### config.mk
export PLATFORM = sky130hd
export DESIGN_NAME = heap_pointer
export DESIGN_NICKNAME = d
export VERILOG_FILES = /design/src/rtl/heap_pkg.sv /design/src/rtl/ptr_stack.sv /design/src/rtl/heap_pointer.sv
export SDC_FILE = /design/constraint.sdc
export NUM_CORES = 1
export LEC_CHECK = 0
export CORE_ASPECT_RATIO = 1.1
export CORE_UTILIZATION = 54
export CTS_CLUSTER_DIAMETER = 100
export DETAILED_ROUTE_END_ITERATION = 10
export PLACE_DENSITY = 0.75
export SETUP_SLACK_MARGIN = 0.15
export SYNTH_ARGS = -nofsm -noshare
export SYNTH_HDL_FRONTEND = slang
export SYNTH_SLANG_ARGS = --single-unit
export TNS_END_PERCENT = 50
### constraint.sdc
create_clock -name clk -period 5.45 [get_ports clk]
set_input_delay 0.8175 -clock clk [delete_from_list [all_inputs] [get_ports clk]]
set_output_delay 0.8175 -clock clk [all_outputs]
set_load 0.01 [all_outputs]
### src/rtl/heap_pkg.sv
// heap_pkg: shared types for the QuickQ heap pointer and its helpers.
//   ptr_op_e  - navigation opcodes carried on cmd_op
//   ptr_err_e - sticky error classes reported on err_code
package heap_pkg;

  typedef enum logic [3:0] {
    OP_NOP    = 4'd0,
    OP_LOAD   = 4'd1,
    OP_CLR    = 4'd2,
    OP_INC    = 4'd3,
    OP_DEC    = 4'd4,
    OP_PARENT = 4'd5,
    OP_LCHILD = 4'd6,
    OP_RCHILD = 4'd7,
    OP_LAST   = 4'd8,
    OP_PUSH   = 4'd9,
    OP_POP    = 4'd10
  } ptr_op_e;

  typedef enum logic [1:0] {
    ERR_NONE   = 2'd0,
    ERR_BOUNDS = 2'd1,
    ERR_OVF    = 2'd2,
    ERR_UNF    = 2'd3
  } ptr_err_e;

endpackage

### src/rtl/ptr_stack.sv
// ptr_stack: small parametrised LIFO of W-bit pointers.
//   clk, rst_n  - clock, asynchronous active-low reset (clears contents)
//   push_i      - write data_i on top (ignored when full)
//   pop_i       - drop top entry (ignored when empty); push wins if both
//   data_i      - entry to push
//   top_o       - current top entry (valid when !empty_o)
//   full_o, empty_o, count_o - occupancy
module ptr_stack #(
  parameter int W     = 32,
  parameter int DEPTH = 4,
  localparam int CW   = $clog2(DEPTH) + 1,
  localparam int AW   = $clog2(DEPTH)
) (
  input  logic          clk,
  input  logic          rst_n,
  input  logic          push_i,
  input  logic          pop_i,
  input  logic [W-1:0]  data_i,
  output logic [W-1:0]  top_o,
  output logic          full_o,
  output logic          empty_o,
  output logic [CW-1:0] count_o
);

  logic [W-1:0]  mem_q [DEPTH];
  logic [CW-1:0] count_q;
  logic [CW-1:0] top_idx;

  assign full_o  = (count_q == CW'(DEPTH));
  assign empty_o = (count_q == '0);
  assign count_o = count_q;
  assign top_idx = count_q - CW'(1);
  assign top_o   = mem_q[top_idx[AW-1:0]];

  always_ff @(posedge clk or negedge rst_n) begin
    if (!rst_n) begin
      count_q <= '0;
      for (int i = 0; i < DEPTH; i++) mem_q[i] <= '0;
    end else if (push_i && !full_o) begin
      mem_q[count_q[AW-1:0]] <= data_i;
      count_q                <= count_q + CW'(1);
    end else if (pop_i && !empty_o) begin
      count_q <= count_q - CW'(1);
    end
  end

endmodule

### src/rtl/heap_pointer.sv
// heap_pointer: registered index into an array-backed heap, moved by one
// navigation command per accepted handshake, bounds-checked against
// last_index, with a small saved-pointer stack and a sticky error code.
//   clk, rst        - clock, asynchronous active-low reset
//   cmd_valid/ready - command handshake; a command is taken on a rising edge
//                     where both are high. The block holds cmd_ready low for
//                     the one cycle ptr_valid is high, so accepts are at most
//                     every other cycle. cmd_op/load_value/last_index/err_clr
//                     are sampled on that edge.
//   cmd_op          - ptr_op_e opcode; undefined codes act as NOP
//   load_value      - operand for OP_LOAD
//   last_index      - highest valid heap index
//   err_clr         - clears err_code (a same-cycle new error wins)
//   pointer         - current index
//   ptr_valid       - one-cycle pulse after every accepted command
//   at_root/at_leaf - pointer == 0 / 2*pointer+1 > last_index
//   stk_count       - saved entries
//   err_code        - ptr_err_e, first error held until err_clr
module heap_pointer
  import heap_pkg::*;
#(
  parameter int W           = 32,
  parameter int STACK_DEPTH = 4,
  localparam int CW         = $clog2(STACK_DEPTH) + 1
) (
  input  logic          clk,
  input  logic          rst,
  input  logic          cmd_valid,
  output logic          cmd_ready,
  input  logic [3:0]    cmd_op,
  input  logic [W-1:0]  load_value,
  input  logic [W-1:0]  last_index,
  input  logic          err_clr,
  output logic [W-1:0]  pointer,
  output logic          ptr_valid,
  output logic          at_root,
  output logic          at_leaf,
  output logic [CW-1:0] stk_count,
  output logic [1:0]    err_code
);

  // Two guard bits: 2*pointer+2 can reach 2^(W+1), which would wrap
  // back to a small in-range value in only W+1 bits.
  localparam int XW = W + 2;

  logic [W-1:0]  pointer_q, pointer_d;
  logic          ptr_valid_q;
  ptr_err_e      err_q, err_d;

  logic          accept;
  logic [XW-1:0] ptr_x, lim_x, cand;
  logic          check, illegal, want_push, want_pop;
  ptr_err_e      new_err, err_src;
  logic [W-1:0]  stk_top;
  logic          stk_full, stk_empty;

  assign cmd_ready = ~ptr_valid_q;
  assign accept    = cmd_valid & cmd_ready;
  assign ptr_x     = {2'b00, pointer_q};
  assign lim_x     = {2'b00, last_index};

  always_comb begin
    cand      = ptr_x;
    check     = 1'b0;
    illegal   = 1'b0;
    want_push = 1'b0;
    want_pop  = 1'b0;
    new_err   = ERR_NONE;
    case (ptr_op_e'(cmd_op))
      OP_LOAD:   begin cand = {2'b00, load_value}; check = 1'b1; end
      OP_CLR:    cand = '0;
      OP_INC:    begin cand = ptr_x + XW'(1); check = 1'b1; end
      OP_DEC:    begin
                   cand    = ptr_x - XW'(1);
                   check   = 1'b1;
                   illegal = (pointer_q == '0);
                 end
      OP_PARENT: begin
                   cand    = (ptr_x - XW'(1)) >> 1;
                   check   = 1'b1;
                   illegal = (pointer_q == '0);
                 end
      OP_LCHILD: begin cand = (ptr_x << 1) + XW'(1); check = 1'b1; end
      OP_RCHILD: begin cand = (ptr_x << 1) + XW'(2); check = 1'b1; end
      OP_LAST:   cand = lim_x;
      OP_PUSH:   begin
                   if (stk_full) new_err = ERR_OVF;
                   else          want_push = 1'b1;
                 end
      OP_POP:    begin
                   if (stk_empty) new_err = ERR_UNF;
                   else begin
                     want_pop = 1'b1;
                     cand     = {2'b00, stk_top};
                   end
                 end
      default:   ;
    endcase
    if (check && (illegal || (cand > lim_x))) new_err = ERR_BOUNDS;

    pointer_d = pointer_q;
    if (accept && (new_err == ERR_NONE)) pointer_d = cand[W-1:0];

    err_src = accept ? new_err : ERR_NONE;
    // Sticky: only record when empty; a clear reloads with this cycle's error.
    err_d = err_q;
    if (err_clr || (err_q == ERR_NONE)) err_d = err_src;
  end

  ptr_stack #(.W(W), .DEPTH(STACK_DEPTH)) u_stack (
    .clk     (clk),
    .rst_n   (rst),
    .push_i  (accept & want_push),
    .pop_i   (accept & want_pop),
    .data_i  (pointer_q),
    .top_o   (stk_top),
    .full_o  (stk_full),
    .empty_o (stk_empty),
    .count_o (stk_count)
  );

  always_ff @(posedge clk or negedge rst) begin
    if (!rst) begin
      pointer_q   <= '0;
      ptr_valid_q <= 1'b0;
      err_q       <= ERR_NONE;
    end else begin
      pointer_q   <= pointer_d;
      ptr_valid_q <= accept;
      err_q       <= err_d;
    end
  end

  assign pointer   = pointer_q;
  assign ptr_valid = ptr_valid_q;
  assign err_code  = err_q;
  assign at_root   = (pointer_q == '0);
  assign at_leaf   = ({pointer_q, 1'b1} > {1'b0, last_index});

endmodule
==> results.txt, run 1 <==
Status - completed
Final-layout fill cell count - 1984
GR Overflow Total - 0
Clock skew - 0.0165 ns
Top_reg_cell synth - dfrtp_1
Tot GR Track Use - 41.5%
Starting DRT DRC Count - 1427
H-tree depth - 4
Max stage delay on crit path - 0.69 ns
Die W - 150 microns
Worst-margin pin slew - 1.07 ns
Most common cell after layout, fill and taps aside - dfrtp_1
VDD IR-drop max - 0.000260 V
Worst-path clk slew - 0.07 ns
P_int - 0.00324 W
DR WL/cell - 26.1 microns
Crit path DAT - 5.47 ns
Netlist Area Pre-Place - 0.0130 sq mm
Fin crit period - 5.13 ns
Power per cell area - 357 mW/mm^2
Sequential power share - 29.9%
Switching share of power - 42.4%
Clock Path Buffers - 2
RSZ-0062 raised after global routing - no
EDFF count, synth - 0
Post-Syn Nets - 1606
Critical path, cell by cell - buf_4 -> nand2_1 -> or4_1 -> nor3_4 -> xnor2_1 -> o2111ai_1 -> a211oi_1 -> a21oi_1 -> ha_1 -> nand3_1 -> nor4_1 -> buf_4 -> nand2_1 -> o211ai_1 -> o211a_1 -> nor2_4 -> buf_12 -> buf_4 -> a211oi_1
Total wire length - 50.2 mm
Proportion of synthesized flip-flops having asynchronous set or reset - 100%
Ports - 113
DR vias - 13.1k
CP max stage cell - or4_1
Max frequency - 0.195 GHz
Worst Path Required - 5.79 ns
1st-pass router iterations - 6
Synth cell types - 92
Area growth syn-to-layout - 21.2%
Worst Setup End Kind - register
Syn avg cell area - 8.87 sq um
Final #Nets - 1746
Initial antenna violation count - 0
GPL Wtd Cong - 1.03
Clock network fraction of total power - 21.9%
Number of diodes - 0
Sink Count - 166
Post-CTS Hold Fix Bufs - 0
CTS tree - done
DIE AREA - 0.0247 sq mm
Num CTS Buffers - 17
Initial Util - 54.9%
Crit-path max FO - 10
Core utilization of the finished layout - 66.6%
Final count of negative-setup-slack endpoints - 0
Core box area - 0.0236 sq mm
Clk Latency, worst-skew pair - 0.44 ns
Detailed Place HPWL - 37.5 mm
Sequential share of the synthesized area - 32.0%
Combinational share of power - 48.2%
Share of layout cells above drive strength 1 - 18.7%
HP Class - primary input to asynchronous set/reset pin
Rel. slew slack - 28.5%
Synth Warn # - 0
Setup ws final - 0.321 ns
Max-Cap Viols - 0
Buffers on Ports - 112
LEAKAGE - 6.67 nW
Most frequent cells in the layout - dfrtp_1 (164), nand2_1 (157), buf_4 (129)
Part of the cycle the worst path needs - 94.1%
Largest net degree at the start of global routing - 69
DRT antenna net count - 0
Vias in the first global route - 12.4k
CP startpoint kind - register
Root Driver - clkbuf_16
Final Hold Viols - 0
Post-route DRC - 0
#FFs+latches synth - 166
Crit Path Class - register to register
First-pass GRT wire length - 75.8 mm
Vias/cell - 6.84
Site Rows - 59
Max Slew Vio Count - 0
Cell mode on critical path - buf_4
Die Span Y - 165 microns
Setup WS pre-CTS - -0.165 ns
Sw power - 0.00238 W
Synthesized instance count - 1463
## sequential cells by signal (all words and copies together), names as in the netlist
signal and flops:
u_stack.mem_q 128, pointer 32, ptr_valid 1, err_code 2, u_stack.count_o 3
## metrics by stage
| step | power (W) | cell area (sq um) | setup TNS, ns | hold slack (ns) | instances |
|---|---|---|---|---|---|
| 2_1_floorplan | 0.00330 | 13000 | 0 | 0.445 | 1463 |
| 3_3_place_gp | 0.00427 | 15100 | -1.93 | 0.457 | 1887 |
| 3_5_place_dp | 0.00432 | 15100 | -2.63 | 0.466 | 1887 |
| 4_1_cts | 0.00556 | 15700 | 0 | 0.413 | 1919 |
| 5_1_grt | 0.00590 | 15700 | 0 | 0.429 | 1921 |
| 6_report | 0.00562 | 15700 | 0 | 0.377 | 1921 |
## routing by layer
layer | share of wire, % | vias up | wire (microns) | track usage, %
met2 | 45 | 776 | 22400 | 63.4
met4 | 4.8 | 0 | 2390 | 18.7
met1 | 40 | 6410 | 20300 | 57.0
met3 | 10 | 162 | 5080 | 8.12
met5 | 0 | - | 0 | 0
li1 | - | 5792 | - | -
## path summary, 6_finish.rpt
| check | slack (ns) | startpoint | end | cells after the start |
|---|---|---|---|---|
| hold reg to reg | 0.48 | u_stack.mem_q[78] | u_stack.mem_q[78] | 2 |
| max in group asynchronous | 3.91 | rst | u_stack.mem_q[11] | 2 |
| setup reg to reg | 0.32 | pointer[0] | pointer[18] | 19 |
| setup / recovery | 0.32 | pointer[0] | pointer[18] | 19 |
| min in group clk | 0.48 | u_stack.mem_q[78] | u_stack.mem_q[78] | 2 |
| hold / removal | 0.38 | rst | pointer[13] | 1 |
## critical path: cells and delay by family, from the launching register on
kind,cells,cell delay [ns]
xor gates and xnor gates,1,0.17
AOI/OAI and AO/OA,6,1.47
adders and majority gates,1,0.33
buffers and inverters,4,0.73
and+or+nand+nor,7,1.80
DFF,1,0.51
## logic make-up (layout without fill, tap and decap cells)
family,count (synthesis),after routing,share of synthesized area [%]
flip-flops,166,166,32.0
multiplexers,84,84,10.0
adder cells (fa/ha/maj),71,71,6.84
AND/OR/NAND/NOR,474,474,19.9
AO/OA/AOI/OAI,430,430,22.0
XOR/XNOR,44,44,2.97
buffers and inverters,194,347,6.26
## synth_stat cells (6+ instances only)
library cell	count	area share, %
o221ai_1	11	0.74
or4_1	8	0.46
buf_2	24	0.93
a211oi_1	30	1.7
and4_1	7	0.47
nor4_1	19	0.92
a21o_1	15	0.87
o211ai_1	13	0.75
nor4_2	7	0.67
a21oi_1	91	3.5
nand2b_1	9	0.43
nor2_1	66	1.9
buf_4	6	0.35
or3_1	7	0.34
o2111ai_1	7	0.47
clkbuf_1	89	2.6
mux2_2	45	3.9
inv_1	60	1.7
nor3_1	50	1.9
a221oi_1	20	1.3
nor2b_1	7	0.34
dfrtp_1	166	32
and3_1	10	0.48
xnor2_1	39	2.6
nand3b_1	6	0.35
a31oi_1	7	0.34
mux4_2	32	5.6
a22oi_1	27	1.6
nand2_1	161	4.7
o21ai_0	127	4.9
ha_1	71	6.8
nand3_1	39	1.5
a32oi_1	17	1.1
o41ai_1	6	0.40
nand4_1	28	1.3
## repair_timing
| item | in CTS | in global routing |
|---|---|---|
| resized for setup | 0 | 4 |
| endpoints found under the hold margin | 0 | 0 |
| buffers inserted | 0 | 2 |
| endpoints found under the setup margin | 0 | 29 |
## final cells by class
type	instances	area (sq um)	area share [%]
clock buffer	18	439	2.79
clock inverter	14	154	0.978
inverter	65	244	1.55
multi-input combinational	1103	8090	51.4
sequential	166	4160	26.4
tap	305	382	2.42
timing repair buffer	250	2270	14.4
## power by group through the flow
stage	clock network (W)	registers [W]	logic, W
6_report	0.00123	0.00168	0.00271
5_1_grt	0.00129	0.00171	0.00290
4_1_cts	0.00124	0.00169	0.00263
3_5_place_dp	0	0.00171	0.00261
3_3_place_gp	0	0.00170	0.00257
2_1_floorplan	0	0.00167	0.00162
Note: power is estimated with default switching activity, not from simulation.
==> inputs of run 2 (changes only) <==
- SETUP_SLACK_MARGIN: 0.15 -> default
- SYNTH_HIERARCHICAL: default -> 1
==> run 2 against run 1 <==
The run now ends with setup timing left. Non-clock buffer count up 100. Setup slack got worse by 0.35 ns. Critical path depth up 4. Clock-buffer cell count stayed put. Clock power increased by 3%. Critical endpoint is now pointer[25].
==> results.txt, run 2 <==
Status - finished, violations left (was completed)
Failing checks - setup timing
Netlist Area Pre-Place - 0.0133 sq mm (was 0.0130 sq mm)
Share of layout cells above drive strength 1 - 33.3% (was 18.7%)
Core box area - 0.0239 sq mm (was 0.0236 sq mm)
1st-pass router iterations - 8 (was 6)
CTS tree - done (unchanged)
Final #Nets - 1698 (was 1746)
Final count of negative-setup-slack endpoints - 1 (was 0)
Detailed Place HPWL - 32.6 mm (was 37.5 mm)
Worst-margin pin slew - 0.946 ns (was 1.07 ns)
Post-CTS Hold Fix Bufs - 0 (unchanged)
Syn avg cell area - 10.3 sq um (was 8.87 sq um)
HP Class - primary input to asynchronous set/reset pin (unchanged)
Buffers on Ports - 112 (unchanged)
Power per cell area - 359 mW/mm^2 (was 357 mW/mm^2)
CP bufs+invs - 6 (was 4)
DR vias - 12.4k (was 13.1k)
Total wire length - 46.2 mm (was 50.2 mm)
Worst Setup End Kind - register (unchanged)
VDD IR-drop max - 0.000341 V (was 0.000260 V)
Rel. slew slack - 36.6% (was 28.5%)
GPL Wtd Cong - 0.987 (was 1.03)
Most common cell after layout, fill and taps aside - buf_4 (was dfrtp_1)
CP startpoint kind - register (unchanged)
GR Overflow Total - 0 (unchanged)
Crit Path Class - register to register (unchanged)
Synthesized instance count - 1293 (was 1463)
Fin cells - 1871 (was 1921)
First-pass GRT wire length - 70.6 mm (was 75.8 mm)
Die W - 152 microns (was 150 microns)
Worst Path Required - 5.77 ns (was 5.79 ns)
Max frequency - 0.182 GHz (was 0.195 GHz)
Post-synth top area share - 31.2% (was 32.0%)
Placed Area - 0.0161 sq mm (was 0.0151 sq mm)
Clk Latency, worst-skew pair - 0.45 ns (was 0.44 ns)
Vias in the first global route - 12.4k (about the same)
Top_reg_cell synth - dfrtp_1 (unchanged)
Most frequent cells in the layout - buf_4 (218), dfrtp_1 (164), clkdlybuf4s50_1 (111) (was dfrtp_1 (164), nand2_1 (157), buf_4 (129))
Proportion of synthesized flip-flops having asynchronous set or reset - 100% (unchanged)
Max reg flops - 128 (unchanged)
Setup ws final - -0.0338 ns (was 0.321 ns)
LEAKAGE - 8.02 nW (was 6.67 nW)
DRT antenna net count - 0 (unchanged)
Part of the cycle the worst path needs - 101% (was 94.1%)
Fin crit period - 5.48 ns (was 5.13 ns)
Area growth syn-to-layout - 28.9% (was 21.2%)
Max-Cap Viols - 0 (unchanged)
Largest register by flop count - u_stack/mem_q (was u_stack.mem_q)
Largest net degree at the start of global routing - 64 (was 69)
Crit-path max FO - 6 (was 10)
Die Span Y - 167 microns (was 165 microns)
Post-route DRC - 0 (unchanged)
Vias/cell - 6.62 (was 6.84)
Largest area contributor in the netlist - dfrtp_1 (unchanged)
Reg2Reg Setup Slack - -0.03 ns (was 0.32 ns)
Initial antenna violation count - 0 (unchanged)
Sink Count - 166 (unchanged)
EDFF count, synth - 0 (unchanged)
Placed cells - 1823 (was 1887)
Starting DRT DRC Count - 1451 (was 1427)
Max Slew Vio Count - 0 (unchanged)
Number of diodes - 0 (unchanged)
Critical path, cell by cell - buf_6 -> or4_4 -> or4_4 -> buf_8 -> buf_6 -> nor3_4 -> o22ai_2 -> nor3b_2 -> o211ai_1 -> o21a_1 -> o22a_1 -> ha_1 -> and4_4 -> nand4_1 -> o41ai_2 -> nand4_1 -> a221oi_2 -> buf_4 -> o21ai_4 -> buf_6 -> buf_12 -> o22a_1 -> o22a_1 (was buf_4 -> nand2_1 -> or4_1 -> nor3_4 -> xnor2_1 -> o2111ai_1 -> a211oi_1 -> a21oi_1 -> ha_1 -> nand3_1 -> nor4_1 -> buf_4 -> nand2_1 -> o211ai_1 -> o211a_1 -> nor2_4 -> buf_12 -> buf_4 -> a211oi_1)
Tot GR Track Use - 36.8% (was 41.5%)
#FFs+latches synth - 166 (unchanged)
Num CTS Buffers - 17 (unchanged)
Synth Warn # - 6 (was 0)
Clock skew - 0.00918 ns (was 0.0165 ns)
RSZ-0062 raised after global routing - yes (was no)
Max stage delay on crit path - 0.53 ns (was 0.69 ns)
Crit path DAT - 5.80 ns (was 5.47 ns)
Post-Syn Nets - 1436 (was 1606)
Initial Util - 55.7% (was 54.9%)
Most common library cells after synthesis - dfrtp_1 (166), mux2_4 (90), nand2_1 (80), a21oi_1 (73), ha_1 (71) (was dfrtp_1 (166), nand2_1 (161), o21ai_0 (127), a21oi_1 (91), clkbuf_1 (89))
H-tree depth - 4 (unchanged)
CP max stage cell - or4_4 (was or4_1)
Ports - 113 (unchanged)
Site Rows - 59 (unchanged)
DR WL/cell - 24.7 microns (was 26.1 microns)
Sequential share of the synthesized area - 31.2% (was 32.0%)
Core utilization of the finished layout - 71.7% (was 66.6%)
Top Family by Delay on Critical Path - simple AND/OR/NAND/NOR gates (unchanged)
Clock Path Buffers - 2 (unchanged)
Worst-path clk slew - 0.07 ns (about the same)
Synth cell types - 90 (was 92)
Top area cells in the synthesized netlist - dfrtp_1 (31%), mux2_4 (10%), ha_1 (6.7%) (was dfrtp_1 (32%), ha_1 (6.8%), mux4_2 (5.6%))
Final Hold Viols - 0 (unchanged)
Root Driver - clkbuf_16 (unchanged)
Cell area after layout - 0.0172 sq mm (was 0.0157 sq mm)
Most frequent cell after synthesis - dfrtp_1 (unchanged)
DIE AREA - 0.0253 sq mm (was 0.0247 sq mm)
-- run 2: changes by cell type after synthesis, moves of 25 or more --
cell,change
mux2_4,+90
o22a_1,+28
nor3_1,-25
nand2_1,-81
o21ai_0,-83
-- run 2: worst paths after layout --
| path | depth (start not counted) | end | startpoint |
|---|---|---|---|
| min in group clk | 1 | u_stack/mem_q[51] | u_stack/mem_q[51] |
| setup reg to reg | 23 | pointer[25] | pointer[1] |
| hold / removal | 1 | u_stack/mem_q[7] | rst |
| setup / recovery | 23 | pointer[25] | pointer[1] |
| max in group asynchronous | 2 | err_code[1] | rst |
| hold reg to reg | 1 | u_stack/mem_q[51] | u_stack/mem_q[51] |
-- run 2: layout make-up --
| cell class | count | area [sq um] |
|---|---|---|
| multi-input combinational | 975 | 8770 |
| fill | 1752 | 6760 |
| sequential | 166 | 4160 |
| timing repair buffer | 350 | 3100 |
| clock buffer | 18 | 439 |
| tap | 305 | 382 |
| inverter | 45 | 169 |
| clock inverter | 12 | 145 |
-- run 2: through the flow --
stage          TNS, ns  hold slack, ns  worst slack, ns  total power, W
6_report       -0.0338           0.333          -0.0338         0.00617
5_1_grt          -1.74           0.383           -0.147         0.00645
4_1_cts              0           0.363           0.0244         0.00600
3_5_place_dp     -8.21           0.491           -0.409         0.00467
3_3_place_gp     -6.28           0.482           -0.309         0.00461
2_1_floorplan        0           0.474           0.0198         0.00344
-- run 2: cells by family (layout without fill, tap and decap cells) --
family	count (synthesis)	after routing	share of synthesized area, %
muxes	198	198	21.8
xor gates and xnor gates	56	56	3.68
and+or+nand+nor	337	337	14.2
AOI/OAI and AO/OA	313	313	16.6
adders and majority gates	71	71	6.67
buffers and inverters	152	425	5.85
DFF	166	166	31.2
-- run 2: worst reg2reg max path, stage by stage (launching register included) --
cell and delay, ns:
dfrtp_1 0.41, buf_6 0.13, or4_4 0.53, or4_4 0.44, buf_8 0.16, buf_6 0.13
nor3_4 0.23, o22ai_2 0.12, nor3b_2 0.17, o211ai_1 0.12, o21a_1 0.19, o22a_1 0.22
ha_1 0.29, and4_4 0.23, nand4_1 0.25, o41ai_2 0.41, nand4_1 0.14, a221oi_2 0.25
buf_4 0.19, o21ai_4 0.09, buf_6 0.18, buf_12 0.13, o22a_1 0.17, o22a_1 0.19
-- run 2: metal layers --
layer | global-route usage [%] | share of wire, % | up-vias
met2 | 57.0 | 46 | 739
met4 | 17.6 | 5.0 | 0
met1 | 49.3 | 40 | 6044
li1 | - | - | 5408
met3 | 6.58 | 9.1 | 188
met5 | 0 | 0 | -
-- run 2: what timing repair did --
item / 4_1_cts / 5_1_grt
gates resized for setup: 24 / 48
pin swaps: 10 / 53
setup buffers: 2 / 16
endpoints found under the hold margin: 0 / 0
setup endpoints to repair: 32 / 33
-- run 2: report_power, final --
part	internal [W]	leakage (nW)	switching (W)
Clock	0.000692	0.274	0.000576
Combinational	0.00159	5.50	0.00169
Sequential	0.00145	2.25	0.000166
Total	0.00373	8.02	0.00243
